===== config.mk =====
export PLATFORM = sky130hd
export DESIGN_NAME = vga_blit_engine_flat
export DESIGN_NICKNAME = d
export VERILOG_FILES = /design/src/rtl/vga_blit_engine_if.sv /design/src/rtl/vga_blit_engine.sv /design/src/flat_wrapper.sv
export SDC_FILE = /design/constraint.sdc
export NUM_CORES = 1
export LEC_CHECK = 0
export ABC_AREA = 1
export BUFFER_PORTS_ARGS = -buffer_cell sky130_fd_sc_hd__buf_2
export CORE_MARGIN = 5
export CORE_UTILIZATION = 40
export DETAILED_ROUTE_END_ITERATION = 10
export PLACE_DENSITY = 0.61
export SKIP_LAST_GASP = 1
export SYNTH_ARGS = -nofsm -noshare
export SYNTH_HDL_FRONTEND = slang
export SYNTH_SLANG_ARGS = --single-unit

===== constraint.sdc =====
create_clock -name i_clk -period 8.75 [get_ports i_clk]
set_input_delay 1.75 -clock i_clk [delete_from_list [all_inputs] [get_ports i_clk]]
set_output_delay 1.75 -clock i_clk [all_outputs]
set_load 0.05 [all_outputs]

===== src/rtl/vga_blit_engine_if.sv =====
`default_nettype none
// ============================================================================
// vga_blit_engine_if : register, source-RAM and VRAM bus bundle of the blitter
// Revision           : 1.0
// ============================================================================
interface vga_blit_engine_if #(
  parameter int ADDR_W = 16,
  parameter int DATA_W = 8
);
  logic              i_reg_we;
  logic [3:0]        i_reg_addr;
  logic [7:0]        i_reg_data;
  logic              o_src_re;
  logic [ADDR_W-1:0] o_src_addr;
  logic [DATA_W-1:0] i_src_data;
  logic              o_dst_we_b;
  logic [ADDR_W-1:0] o_dst_addr;
  logic [DATA_W-1:0] o_dst_data;
  logic              i_free_vbus_b;
  logic              o_active;
  logic              o_done;

  modport master (
    output i_reg_we, i_reg_addr, i_reg_data, i_src_data, i_free_vbus_b,
    input  o_src_re, o_src_addr, o_dst_we_b, o_dst_addr, o_dst_data, o_active, o_done
  );

  modport slave (
    input  i_reg_we, i_reg_addr, i_reg_data, i_src_data, i_free_vbus_b,
    output o_src_re, o_src_addr, o_dst_we_b, o_dst_addr, o_dst_data, o_active, o_done
  );
endinterface
`default_nettype wire


===== src/rtl/vga_blit_engine.sv =====
`default_nettype none
// ============================================================================
// vga_blit_engine : register-programmed 2-D blitter (copy / fill / key-copy)
// Revision        : 1.0
// ============================================================================
module vga_blit_engine #(
  parameter int ADDR_W  = 16,
  parameter int DATA_W  = 8,
  parameter int LEN_W   = 8,
  parameter int SRC_LAT = 1
) (
  input logic              i_clk,
  input logic              i_rst,
  vga_blit_engine_if.slave bus
);
  typedef enum logic [2:0] {
    S_IDLE  = 3'd0,
    S_READ  = 3'd1,
    S_WAIT  = 3'd2,
    S_WRITE = 3'd3,
    S_ADV   = 3'd4,
    S_DONE  = 3'd5
  } state_t;

  localparam int                 C_LAT_W    = 3;
  localparam logic [C_LAT_W-1:0] C_LAT_LAST = C_LAT_W'(SRC_LAT - 1);
  localparam logic [3:0] C_REG_SRC_LO     = 4'd0;
  localparam logic [3:0] C_REG_SRC_HI     = 4'd1;
  localparam logic [3:0] C_REG_DST_LO     = 4'd2;
  localparam logic [3:0] C_REG_DST_HI     = 4'd3;
  localparam logic [3:0] C_REG_WIDTH      = 4'd4;
  localparam logic [3:0] C_REG_HEIGHT     = 4'd5;
  localparam logic [3:0] C_REG_MASK       = 4'd6;
  localparam logic [3:0] C_REG_CTRL       = 4'd7;
  localparam logic [3:0] C_REG_KEY        = 4'd8;
  localparam logic [3:0] C_REG_SRC_STRIDE = 4'd9;
  localparam logic [3:0] C_REG_DST_STRIDE = 4'd10;
  localparam logic [1:0] C_MODE_FILL      = 2'd1;
  localparam logic [1:0] C_MODE_KEY       = 2'd2;

  state_t r_state, w_state_next;

  logic [7:0]         r_src_lo, r_src_hi, r_dst_lo, r_dst_hi;
  logic [LEN_W-1:0]   r_width, r_height, r_src_stride, r_dst_stride;
  logic [DATA_W-1:0]  r_mask, r_key;

  logic [LEN_W-1:0]   r_w, r_h, r_col, r_row, r_ss, r_ds;
  logic [DATA_W-1:0]  r_mask_l, r_key_l, r_data;
  logic [1:0]         r_mode_l;
  logic [ADDR_W-1:0]  r_src_ptr, r_src_row, r_dst_ptr, r_dst_row;
  logic [C_LAT_W-1:0] r_lat_cnt;

  logic              w_ctrl_wr, w_abort, w_start, w_cfg_wr, w_empty;
  logic              w_fill, w_skip, w_col_last, w_row_last;
  logic [1:0]        w_start_mode;
  logic [ADDR_W-1:0] w_src_base, w_dst_base, w_src_row_next, w_dst_row_next;
  logic              w_src_re, w_dst_we_b, w_active, w_done;

  assign w_ctrl_wr      = bus.i_reg_we && (bus.i_reg_addr == C_REG_CTRL);
  assign w_abort        = w_ctrl_wr && bus.i_reg_data[7];
  assign w_start        = w_ctrl_wr && bus.i_reg_data[0] && !bus.i_reg_data[7] && (r_state == S_IDLE);
  assign w_start_mode   = bus.i_reg_data[2:1];
  assign w_cfg_wr       = bus.i_reg_we && !w_active;
  assign w_empty        = (r_width == '0) || (r_height == '0);
  assign w_fill         = (r_mode_l == C_MODE_FILL);
  // Key match is judged on the raw source pixel, before masking.
  assign w_skip         = (r_mode_l == C_MODE_KEY) && (r_data == r_key_l);
  assign w_col_last     = ((r_col + LEN_W'(1)) == r_w);
  assign w_row_last     = ((r_row + LEN_W'(1)) == r_h);
  assign w_src_base     = ADDR_W'({r_src_hi, r_src_lo});
  assign w_dst_base     = ADDR_W'({r_dst_hi, r_dst_lo});
  assign w_src_row_next = r_src_row + ADDR_W'(r_w) + ADDR_W'(r_ss);
  assign w_dst_row_next = r_dst_row + ADDR_W'(r_w) + ADDR_W'(r_ds);

  assign bus.o_src_re   = w_src_re;
  assign bus.o_src_addr = r_src_ptr;
  assign bus.o_dst_we_b = w_dst_we_b;
  assign bus.o_dst_addr = r_dst_ptr;
  assign bus.o_dst_data = (w_fill ? r_key_l : r_data) & r_mask_l;
  assign bus.o_active   = w_active;
  assign bus.o_done     = w_done;

  always_ff @(posedge i_clk or posedge i_rst) begin
    if (i_rst) r_state <= S_IDLE;
    else       r_state <= w_state_next;
  end

  always_comb begin
    w_state_next = r_state;
    w_src_re     = 1'b0;
    w_dst_we_b   = 1'b1;
    w_active     = 1'b0;
    w_done       = 1'b0;
    case (r_state)
      S_IDLE: begin
        if (w_start) begin
          if (w_empty)                         w_state_next = S_DONE;
          else if (w_start_mode == C_MODE_FILL) w_state_next = S_WRITE;
          else                                 w_state_next = S_READ;
        end
      end
      S_READ: begin
        w_active     = 1'b1;
        w_src_re     = 1'b1;
        w_state_next = S_WAIT;
      end
      S_WAIT: begin
        w_active = 1'b1;
        if (r_lat_cnt == C_LAT_LAST) w_state_next = S_WRITE;
      end
      S_WRITE: begin
        w_active = 1'b1;
        if (!bus.i_free_vbus_b) begin
          w_dst_we_b   = w_skip;
          w_state_next = S_ADV;
        end
      end
      S_ADV: begin
        w_active = 1'b1;
        if (w_col_last && w_row_last) w_state_next = S_DONE;
        else if (w_fill)              w_state_next = S_WRITE;
        else                          w_state_next = S_READ;
      end
      S_DONE: begin
        w_done       = 1'b1;
        w_state_next = S_IDLE;
      end
      default: w_state_next = S_IDLE;
    endcase
    // A strobe issued this cycle still completes; nothing follows it.
    if (w_active && w_abort) w_state_next = S_DONE;
  end

  always_ff @(posedge i_clk or posedge i_rst) begin
    if (i_rst) begin
      r_src_lo     <= '0;
      r_src_hi     <= '0;
      r_dst_lo     <= '0;
      r_dst_hi     <= '0;
      r_width      <= '0;
      r_height     <= '0;
      r_src_stride <= '0;
      r_dst_stride <= '0;
      r_mask       <= '0;
      r_key        <= '0;
      r_w          <= '0;
      r_h          <= '0;
      r_col        <= '0;
      r_row        <= '0;
      r_ss         <= '0;
      r_ds         <= '0;
      r_mask_l     <= '0;
      r_key_l      <= '0;
      r_data       <= '0;
      r_mode_l     <= '0;
      r_src_ptr    <= '0;
      r_src_row    <= '0;
      r_dst_ptr    <= '0;
      r_dst_row    <= '0;
      r_lat_cnt    <= '0;
    end else begin
      if (w_cfg_wr) begin
        case (bus.i_reg_addr)
          C_REG_SRC_LO:     r_src_lo     <= bus.i_reg_data;
          C_REG_SRC_HI:     r_src_hi     <= bus.i_reg_data;
          C_REG_DST_LO:     r_dst_lo     <= bus.i_reg_data;
          C_REG_DST_HI:     r_dst_hi     <= bus.i_reg_data;
          C_REG_WIDTH:      r_width      <= LEN_W'(bus.i_reg_data);
          C_REG_HEIGHT:     r_height     <= LEN_W'(bus.i_reg_data);
          C_REG_MASK:       r_mask       <= DATA_W'(bus.i_reg_data);
          C_REG_KEY:        r_key        <= DATA_W'(bus.i_reg_data);
          C_REG_SRC_STRIDE: r_src_stride <= LEN_W'(bus.i_reg_data);
          C_REG_DST_STRIDE: r_dst_stride <= LEN_W'(bus.i_reg_data);
          default: ;
        endcase
      end
      if (w_start) begin
        r_w       <= r_width;
        r_h       <= r_height;
        r_ss      <= r_src_stride;
        r_ds      <= r_dst_stride;
        r_mask_l  <= r_mask;
        r_key_l   <= r_key;
        r_mode_l  <= w_start_mode;
        r_col     <= '0;
        r_row     <= '0;
        r_src_ptr <= w_src_base;
        r_src_row <= w_src_base;
        r_dst_ptr <= w_dst_base;
        r_dst_row <= w_dst_base;
      end
      case (r_state)
        S_READ: r_lat_cnt <= '0;
        S_WAIT: begin
          if (r_lat_cnt == C_LAT_LAST) r_data <= bus.i_src_data;
          else                         r_lat_cnt <= r_lat_cnt + C_LAT_W'(1);
        end
        S_ADV: begin
          if (w_col_last) begin
            r_col     <= '0;
            r_row     <= r_row + LEN_W'(1);
            r_src_row <= w_src_row_next;
            r_src_ptr <= w_src_row_next;
            r_dst_row <= w_dst_row_next;
            r_dst_ptr <= w_dst_row_next;
          end else begin
            r_col     <= r_col + LEN_W'(1);
            r_src_ptr <= r_src_ptr + ADDR_W'(1);
            r_dst_ptr <= r_dst_ptr + ADDR_W'(1);
          end
        end
        default: ;
      endcase
    end
  end
endmodule
`default_nettype wire


===== src/flat_wrapper.sv =====
// flat-port wrapper written by rule: the top's interface ports become plain ports
module vga_blit_engine_flat 
#(
  parameter int ADDR_W  = 16,
  parameter int DATA_W  = 8,
  parameter int LEN_W   = 8,
  parameter int SRC_LAT = 1
)
  (i_clk, i_rst, bus_i_reg_we, bus_i_reg_addr, bus_i_reg_data, bus_i_src_data, bus_i_free_vbus_b, bus_o_src_re, bus_o_src_addr, bus_o_dst_we_b, bus_o_dst_addr, bus_o_dst_data, bus_o_active, bus_o_done);
  vga_blit_engine_if #(.ADDR_W(ADDR_W), .DATA_W(DATA_W)) bus_i ();
  input logic i_clk;
  input logic i_rst;
  input wire logic [$bits(bus_i.i_reg_we)-1:0] bus_i_reg_we;
  input wire logic [$bits(bus_i.i_reg_addr)-1:0] bus_i_reg_addr;
  input wire logic [$bits(bus_i.i_reg_data)-1:0] bus_i_reg_data;
  input wire logic [$bits(bus_i.i_src_data)-1:0] bus_i_src_data;
  input wire logic [$bits(bus_i.i_free_vbus_b)-1:0] bus_i_free_vbus_b;
  output wire logic [$bits(bus_i.o_src_re)-1:0] bus_o_src_re;
  output wire logic [$bits(bus_i.o_src_addr)-1:0] bus_o_src_addr;
  output wire logic [$bits(bus_i.o_dst_we_b)-1:0] bus_o_dst_we_b;
  output wire logic [$bits(bus_i.o_dst_addr)-1:0] bus_o_dst_addr;
  output wire logic [$bits(bus_i.o_dst_data)-1:0] bus_o_dst_data;
  output wire logic [$bits(bus_i.o_active)-1:0] bus_o_active;
  output wire logic [$bits(bus_i.o_done)-1:0] bus_o_done;
  assign bus_i.i_reg_we = bus_i_reg_we;
  assign bus_i.i_reg_addr = bus_i_reg_addr;
  assign bus_i.i_reg_data = bus_i_reg_data;
  assign bus_i.i_src_data = bus_i_src_data;
  assign bus_i.i_free_vbus_b = bus_i_free_vbus_b;
  assign bus_o_src_re = bus_i.o_src_re;
  assign bus_o_src_addr = bus_i.o_src_addr;
  assign bus_o_dst_we_b = bus_i.o_dst_we_b;
  assign bus_o_dst_addr = bus_i.o_dst_addr;
  assign bus_o_dst_data = bus_i.o_dst_data;
  assign bus_o_active = bus_i.o_active;
  assign bus_o_done = bus_i.o_done;
  vga_blit_engine #(.ADDR_W(ADDR_W), .DATA_W(DATA_W), .LEN_W(LEN_W), .SRC_LAT(SRC_LAT)) u_core (.i_clk(i_clk), .i_rst(i_rst), .bus(bus_i));
endmodule

* Word level (Yosys, flattened, before mapping)
Index checks and enable logic that the tools add are counted.
** Cells by class
- Add/sub/neg operators :: 9
- Multiply operators :: 0
- Div/mod/pow operators :: 0
- Magnitude comparators :: 0
- Equality and inequality tests :: 25
- Shift operators :: 0
- Multiplexer cells :: 35
- Bitwise logic cells :: 1
- Reductions and logical operators :: 33
** Operators with widths (number)
- $mux W16 :: 12
- $add A16 B8 Y16 :: 4
- $mux W8 :: 7
- $add A16 B1 Y16 const B :: 2
- $eq A8 B8 Y1 :: 3
- $reduce_and A2 Y1 :: 12
- $mux W3 :: 7
- $add A8 B1 Y8 const B :: 2
- $eq A4 B3 Y1 const B :: 4
- $logic_not A8 Y1 :: 2
- $pmux W3 S5 :: 1
- $eq A4 B4 Y1 const B :: 3
- $logic_and A1 B1 Y1 :: 9
- $and A8 B8 Y8 :: 1
- $eq A4 B2 Y1 const B :: 2
- $eq A3 B2 Y1 const B :: 2
- $eq A3 B3 Y1 const B :: 2
- $logic_not A3 Y1 :: 2
- $ne A3 B2 Y1 const B :: 2
- $pmux W3 S2 :: 1
- $mux W1 :: 5
- $eq A2 B1 Y1 const B :: 2
- $eq A4 B1 Y1 const B :: 1
- $logic_not A4 Y1 :: 1
- 11 further kinds :: 14
** Storage, ports and cells
- Register bits after elaboration :: 224
- Latch bits :: 0
- Bits in writable memories :: 0
- ROM bits :: 0
- Input bits :: 24
- Output and inout bits :: 44
- Logic and storage cells :: 129
- Memories :: 0

* Longest topological paths before layout
Gate-level depths: netlist of the first run.
- Depth in word-level cells :: 8
- Mapped depth :: 18

* Worst setup path before layout of the first run
No wires, ideal clock.
- Kind :: input to output
- Start :: input bus_i_free_vbus_b
- End :: output bus_o_dst_we_b
- Arrival time :: 2.330 ns
- Data required time :: 7.000 ns
- Path slack :: 4.670 ns
- Stages :: 2
- Buffers on the path :: 0
- Cells stage by stage :: nor2_1 > o21ai_0
** On the way
- Cells in the longest elaborated chain, start to end :: 2
** RTL lines
- start: declaration :: RTL line flat_wrapper.sv:17 : input wire logic [$bits(bus_i.i_free_vbus_b)-1:0] bus_i_free_vbus_b;
- $mux W1 :: RTL line vga_blit_engine.sv:113 : if (!bus.i_free_vbus_b) begin
- $mux W1 :: RTL line vga_blit_engine.sv:94 : case (r_state)
- end: declaration :: RTL line flat_wrapper.sv:20 : output wire logic [$bits(bus_i.o_dst_we_b)-1:0] bus_o_dst_we_b;
No other way between the ends.

* Final worst setup path of the first run
- Start :: input bus_i_reg_data[0]
- End :: register u_core.r_col[4]
** On the way
- Cells in the longest elaborated chain, start to end :: 4
** RTL lines
- start: declaration :: RTL line flat_wrapper.sv:15 : input wire logic [$bits(bus_i.i_reg_data)-1:0] bus_i_reg_data;
- $logic_and A1 B1 Y1 (3 in a row) :: RTL line vga_blit_engine.sv:61 : assign w_start = w_ctrl_wr && bus.i_reg_data[0] && !bus.i_reg_data[7] && (r_state == S_IDLE);
- $reduce_bool A2 Y1 (no line)
- end signal: assignment :: RTL line vga_blit_engine.sv:207 : r_col <= r_col + LEN_W'(1);
- end: declaration :: RTL line vga_blit_engine.sv:47 : logic [LEN_W-1:0] r_w, r_h, r_col, r_row, r_ss, r_ds;
No other way between the ends.
A chain may end at the register's enable or synchronous reset.

==> impl_metrics.py, run 1 <==
metrics = {
    "sta": {
        "hold_viol_final": 0,
        "slew_headroom_pct": 35.9,
        "worst-slew-pin-transition_ns": 0.960,
        "fin_ws_ns": 4.64,
        "setup_viol": 0,
        "tns_ns": 0,
        "rsz0062_at_grt": "no",
        "finalClockSkew_ns": 0.0170,
        "period_needed_ns": 4.11,
        "max_freq_mhz": 244,
        "slew_viol_final": 0,
        "fin_crit_sh_pct": 46.9,
    },
    "synth": {
        "syn-mean-instance-area_um2": 7.76,
        "yosysWarnings": 0,
        "ys_seq_elements": 224,
        "syn-instance-count": 1569,
        "yosys.area.top_type_share_pct": 46.0,
        "synth_edf_count": 0,
        "yosys-top-cells-area": "dfrtp_1 (46%), nand2_1 (16%), o21ai_0 (7.5%)",
        "synth_most_common_cell": "nand2_1",
        "synth_cell_types": 38,
        "yosysSeqAreaShare_pct": 46.0,
        "synth-main-ff-cell": "dfrtp_1",
        "async_flop_share_pct": 100,
        "synth_fp_nets": 1633,
        "synth_common_cells": "nand2_1 (506), dfrtp_1 (224), o21ai_0 (183), inv_1 (164), nand3_1 (128)",
        "synth_top_area_cell": "dfrtp_1",
        "syn_area_mm2": 0.0122,
    },
    "cts": {
        "root_buffer": "clkbuf_16",
        "cts_setup_buffers": 0,
        "cts_hold_buf": 0,
        "cts_made_buffers": 26,
        "clk_path_buf_depth": 3,
        "cts_tree": "built",
        "cts_htree_levels": 1,
        "post_cts_resized": 0,
        "clk_pin_slew_ns": 0.06,
        "clk_latency_ns": 0.55,
        "clock_sinks": 224,
    },
    "worst_setup_path": {
        "path_class": "input port to flip-flop",
        "crit_required_ns": 9.18,
        "rrSetupSlack_ns": 4.79,
        "worstSetupStartpointType": "input port",
        "critPathArrivalTime_ns": 4.53,
        "path_max_fanout": 18,
        "endpoint_kind": "flip-flop",
    },
    "floorplanning": {
        "core_mm2": 0.0299,
        "num_rows": 63,
        "die_w_um": 184,
        "die-area_mm2": 0.0340,
        "die_y_um": 184,
        "initial_core_util_pct": 40.8,
        "pin_count": 68,
    },
    "detailed_routing": {
        "drc": 0,
        "first_pass_iters": 5,
        "drt_iter0_markers": 806,
        "vias": 10600,
        "drt_wl_total_um": 34400,
        "wl_per_cell_um": 17.0,
        "ant_nets": 0,
        "via_per_inst": 5.23,
    },
    "global_route": {
        "grt_pass1_vias": 10100,
        "grt_pass1_wl_um": 55700,
        "grtUsageTotal_pct": 20.4,
        "grt_max_degree": 107,
        "grt.overflow.total": 0,
        "antenna_found_initial": 2,
    },
    "power_and_ir_drop": {
        "p_sw_mw": 2.15,
        "p_int_mw": 2.81,
        "p_leak_nw": 6.97,
        "sw_frac_of_total_pct": 43.3,
        "ir_drop_uv": 204,
        "combPwrFrac_pct": 40.2,
        "p_seq_share_pct": 35.6,
        "clkPwrFrac_pct": 24.2,
        "powerDensity_mw_per_mm2": 361,
    },
    "finish": {
        "drive_above_1_share_pct": 9.29,
        "final_nets": 1680,
        "n_antenna_cell": 0,
        "fillerInstances": 2980,
        "syn_to_final_growth_pct": 12.9,
    },
    "hold_path": {
        "min_path_type": "flip-flop to flip-flop",
    },
    "place": {
        "dp_slack_ns": 4.14,
        "hpwl_um": 23100,
        "io_buffers": 67,
        "place.gp.congestion": 0.850,
    },
    "run": {
        "cap_viol_max_count": 0,
    },
    "status": {
        "outcome": "finished clean",
    },
}
-- placed cells by master (no fill, tap or decap), types with 18 or more instances in the layout --
master | synthesis | final
buf_2 | 17 | 67
fa_1 | 18 | 18
o211ai_1 | 24 | 24
xor2_1 | 23 | 23
inv_1 | 164 | 163
dfrtp_1 | 224 | 224
a21oi_1 | 34 | 34
nand3_1 | 128 | 128
nor2_1 | 84 | 84
clkbuf_16 | 0 | 26
ha_1 | 22 | 22
nand2_1 | 506 | 505
o21ai_0 | 183 | 183
-- flip-flops by register name, indices dropped and copies added, names as in the netlist, 16 cells and up --
register and cells:
u_core.bus.o_dst_addr 16, u_core.bus.o_src_addr 16, u_core.r_dst_row 16, u_core.r_src_row 16
-- power by group through the flow --
stage                     Clock, mW  Sequential [mW]  Combinational, mW
after global placement            0             1.77               1.95
after detailed placement          0             1.77               1.99
after floorplan                   0             1.91               1.34
after global routing           1.27             1.82               2.27
final                          1.20             1.77               2.00
after CTS                      1.22             1.76               2.00
-- stage by stage --
| step | hold slack [ns] | instance area [um^2] | util [%] | power (mW) | cells |
|---|---|---|---|---|---|
| after floorplan | 0.442 | 12200 | - | 3.24 | 1569 |
| final | 0.467 | 13700 | 46.0 | 4.97 | 2026 |
| after global routing | 0.489 | 13700 | 46.0 | 5.36 | 2026 |
| after global placement | 0.450 | 12800 | 42.8 | 3.72 | 1978 |
| after CTS | 0.473 | 13700 | 46.0 | 4.98 | 2026 |
| after detailed placement | 0.456 | 12800 | 42.8 | 3.76 | 1978 |
-- path summary, 6_finish.rpt --
kind	from	to	depth (start not counted)
hold / removal	u_core.r_src_stride[5]	u_core.r_ss[5]	2
hold reg to reg	u_core.r_src_stride[5]	u_core.r_ss[5]	2
max in group asynchronous	i_rst	u_core.r_src_row[2]	3
setup reg to reg	u_core.r_col[1]	u_core.r_row[2]	12
min in group asynchronous	i_rst	u_core.r_mask[3]	2
setup / recovery	bus_i_reg_data[0]	u_core.r_col[4]	8
-- cells by family after synthesis --
kind of cell	count (synthesis)	share of synthesized area (%)
AOI/OAI and AO/OA	271	12.0
and+or+nand+nor	771	26.3
muxes	7	0.647
xor gates and xnor gates	33	2.37
adders and majority gates	40	5.22
buffers and inverters	223	7.42
DFF	224	46.0
-- worst max-delay path: stages --
cell     delay [ns]
buf_2          0.10
inv_1          0.24
nor3_1         0.12
nand2_2        0.32
inv_2          0.24
nor2_2         0.78
inv_1          0.63
o22ai_1        0.32
-- final cells by class --
| type | instances | area, um^2 | share of cell area, % |
|---|---|---|---|
| well taps | 390 | 488 | 3.55 |
| multi-input cells | 1122 | 5670 | 41.2 |
| inverters | 169 | 642 | 4.67 |
| clock buffers | 33 | 727 | 5.29 |
| repair buffers | 73 | 380 | 2.77 |
| flip-flops and latches | 224 | 5610 | 40.8 |
| clock inverters | 15 | 234 | 1.70 |
-- layer usage --
layer	track usage [%]	up-vias	share of wire (%)
met2	32.0	313	45
met5	0	-	0.020
met4	3.99	2	1.7
met3	3.49	50	6.7
met1	30.0	5052	47
li1	-	5179	-
Note: power is estimated with default switching activity, not from simulation.
==> inputs of run 2 (changes only) <==
==> constraint.sdc (replaced) <==
create_clock -name i_clk -period 4.28 [get_ports i_clk]
set_input_delay 0.856 -clock i_clk [delete_from_list [all_inputs] [get_ports i_clk]]
set_output_delay 0.856 -clock i_clk [all_outputs]
set_load 0.05 [all_outputs]
==> impl_metrics.py, run 2 (synthesis gave the netlist of run 1 again) <==
metrics = {
    "worst_setup_path": {
        "worst_r2r_path_depth": 14,
        "cp_top_family": "simple AND/OR/NAND/NOR gates",
        "path_class": "flip-flop to output port",
        "worstSetupStartpointType": "flip-flop",
        "critPathArrivalTime_ns": 2.32,
        "r2r_end": "u_core.r_state[1]",
        "crit_required_ns": 3.42,
        "cp.buffers_inverters": 2,
        "reg2reg_from": "u_core.r_col[0]",
        "path_cells": "nor2_1 > inv_1 > o21ai_0 > a21oi_1 > buf_2",
        "cpPeakStageDelay_ns": 0.57,
        "path_max_fanout": 14,
        "rrSetupSlack_ns": 1.11,
        "critPathSlowestCell": "nor2_1",
        "endpoint_kind": "output port",
    },
    "sta": {
        "tns_ns": 0,
        "setup_viol": 0,
        "worst-slew-pin-transition_ns": 0.814,
        "slew_viol_final": 0,
        "max_freq_mhz": 315,
        "fin_crit_sh_pct": 74.2,
        "whs_ns": 0.309,
        "period_needed_ns": 3.18,
        "rsz0062_at_grt": "no",
        "hold_viol_final": 0,
        "finalClockSkew_ns": 0.0254,
        "fin_ws_ns": 1.10,
        "slew_headroom_pct": 45.7,
    },
    "floorplanning": {
        "die_y_um": 184,
        "initial_core_util_pct": 40.8,
        "die-area_mm2": 0.0340,
        "num_rows": 63,
        "core_mm2": 0.0299,
        "die_w_um": 184,
        "pin_count": 68,
    },
    "cts": {
        "root_buffer": "clkbuf_16",
        "cts_made_buffers": 26,
        "cts_tree": "built",
        "clock_sinks": 224,
        "clk_pin_slew_ns": 0.06,
        "cts_setup_buffers": 0,
        "cts_hold_buf": 0,
        "cts_htree_levels": 1,
        "post_cts_resized": 0,
        "clk_path_buf_depth": 3,
        "clk_latency_ns": 0.55,
    },
    "finish": {
        "drive_above_1_share_pct": 9.38,
        "seq_area_mm2": 0.00561,
        "fin_util_pct": 45.9,
        "fillerInstances": 3027,
        "n_antenna_cell": 0,
        "syn_to_final_growth_pct": 12.6,
        "final_nets": 1687,
        "stdcell_count": 2032,
        "mostFrequentLayoutCells": "nand2_1 (505), dfrtp_1 (224), o21ai_0 (183)",
        "finalInstanceArea_mm2": 0.0137,
        "final_common_cell": "nand2_1",
        "multiInputGateArea_mm2": 0.00567,
    },
    "power_and_ir_drop": {
        "finalPower_mw": 9.87,
        "powerDensity_mw_per_mm2": 720,
        "ir_drop_uv": 349,
        "p_leak_nw": 6.96,
    },
    "global_route": {
        "grt.overflow.total": 0,
        "antenna_found_initial": 0,
        "grt_pass1_vias": 10500,
        "grt_max_degree": 99,
        "grtUsageTotal_pct": 20.8,
        "grt_pass1_wl_um": 56800,
    },
    "place": {
        "place_area_mm2": 0.0129,
        "dp.cells": 1985,
        "place.gp.congestion": 0.910,
        "io_buffers": 67,
        "dp_slack_ns": 1.09,
        "hpwl_um": 23900,
    },
    "detailed_routing": {
        "first_pass_iters": 5,
        "drt_wl_total_um": 34400,
        "drt_iter0_markers": 922,
        "vias": 10600,
        "wl_per_cell_um": 16.9,
        "via_per_inst": 5.20,
        "ant_nets": 0,
        "drc": 0,
    },
    "status": {
        "outcome": "finished clean",
    },
    "hold_path": {
        "min_path_type": "input port to async pin",
    },
    "run": {
        "cap_viol_max_count": 0,
    },
}
-- run 2: power breakdown --
group / leakage [nW] / internal [mW] / switching [mW] / total [mW]
Sequential: 2.72 / 2.87 / 0.712 / 3.58
Clock: 0.424 / 1.29 / 0.916 / 2.20
Combinational: 3.83 / 1.38 / 2.71 / 4.09
-- run 2: how the worst max path moves through the flow --
stage | startpoint | endpoint | slack, ns | cells after the start
after floorplan | i_rst | u_core.bus.o_dst_addr[0] | 0.50 | 1
after global placement | u_core.r_col[0] | u_core.r_state[1] | 1.11 | 14
after detailed placement | u_core.r_col[0] | u_core.r_state[1] | 1.09 | 14
after CTS | u_core.r_col[0] | u_core.r_state[1] | 1.08 | 14
after global routing | u_core.r_col[0] | u_core.r_state[1] | 0.79 | 14
final | u_core.r_mode_l[1] | bus_o_dst_data[2] | 1.10 | 5
-- run 2: cell type report --
class / count / area share [%]
well taps: 390 / 3.56
inverters: 169 / 4.65
repair buffers: 80 / 3.34
clock buffers: 38 / 5.51
flip-flops and latches: 224 / 40.9
multi-input cells: 1122 / 41.4
clock inverters: 9 / 0.694
-- run 2: worst register-to-register path, cell delays in order (launching register included) --
cell and delay, ns:
dfrtp_1 0.41, ha_1 0.23, nand2_2 0.11, nor2_2 0.15, nand3_1 0.12, nand3_1 0.10, nand2_1 0.06, nor2_1 0.13
nand3_2 0.55, inv_2 0.68, nand3_1 0.22, nand2_1 0.16, nand2_1 0.07, nand2_1 0.05, nand2_1 0.04
-- run 2: routing by layer --
layer	GRT usage (%)	vias up	wire, um
li1	-	5181	-
met5	0	-	0
met1	30.7	5023	16200
met3	3.34	47	2460
met4	4.44	0	627
met2	32.4	318	15100
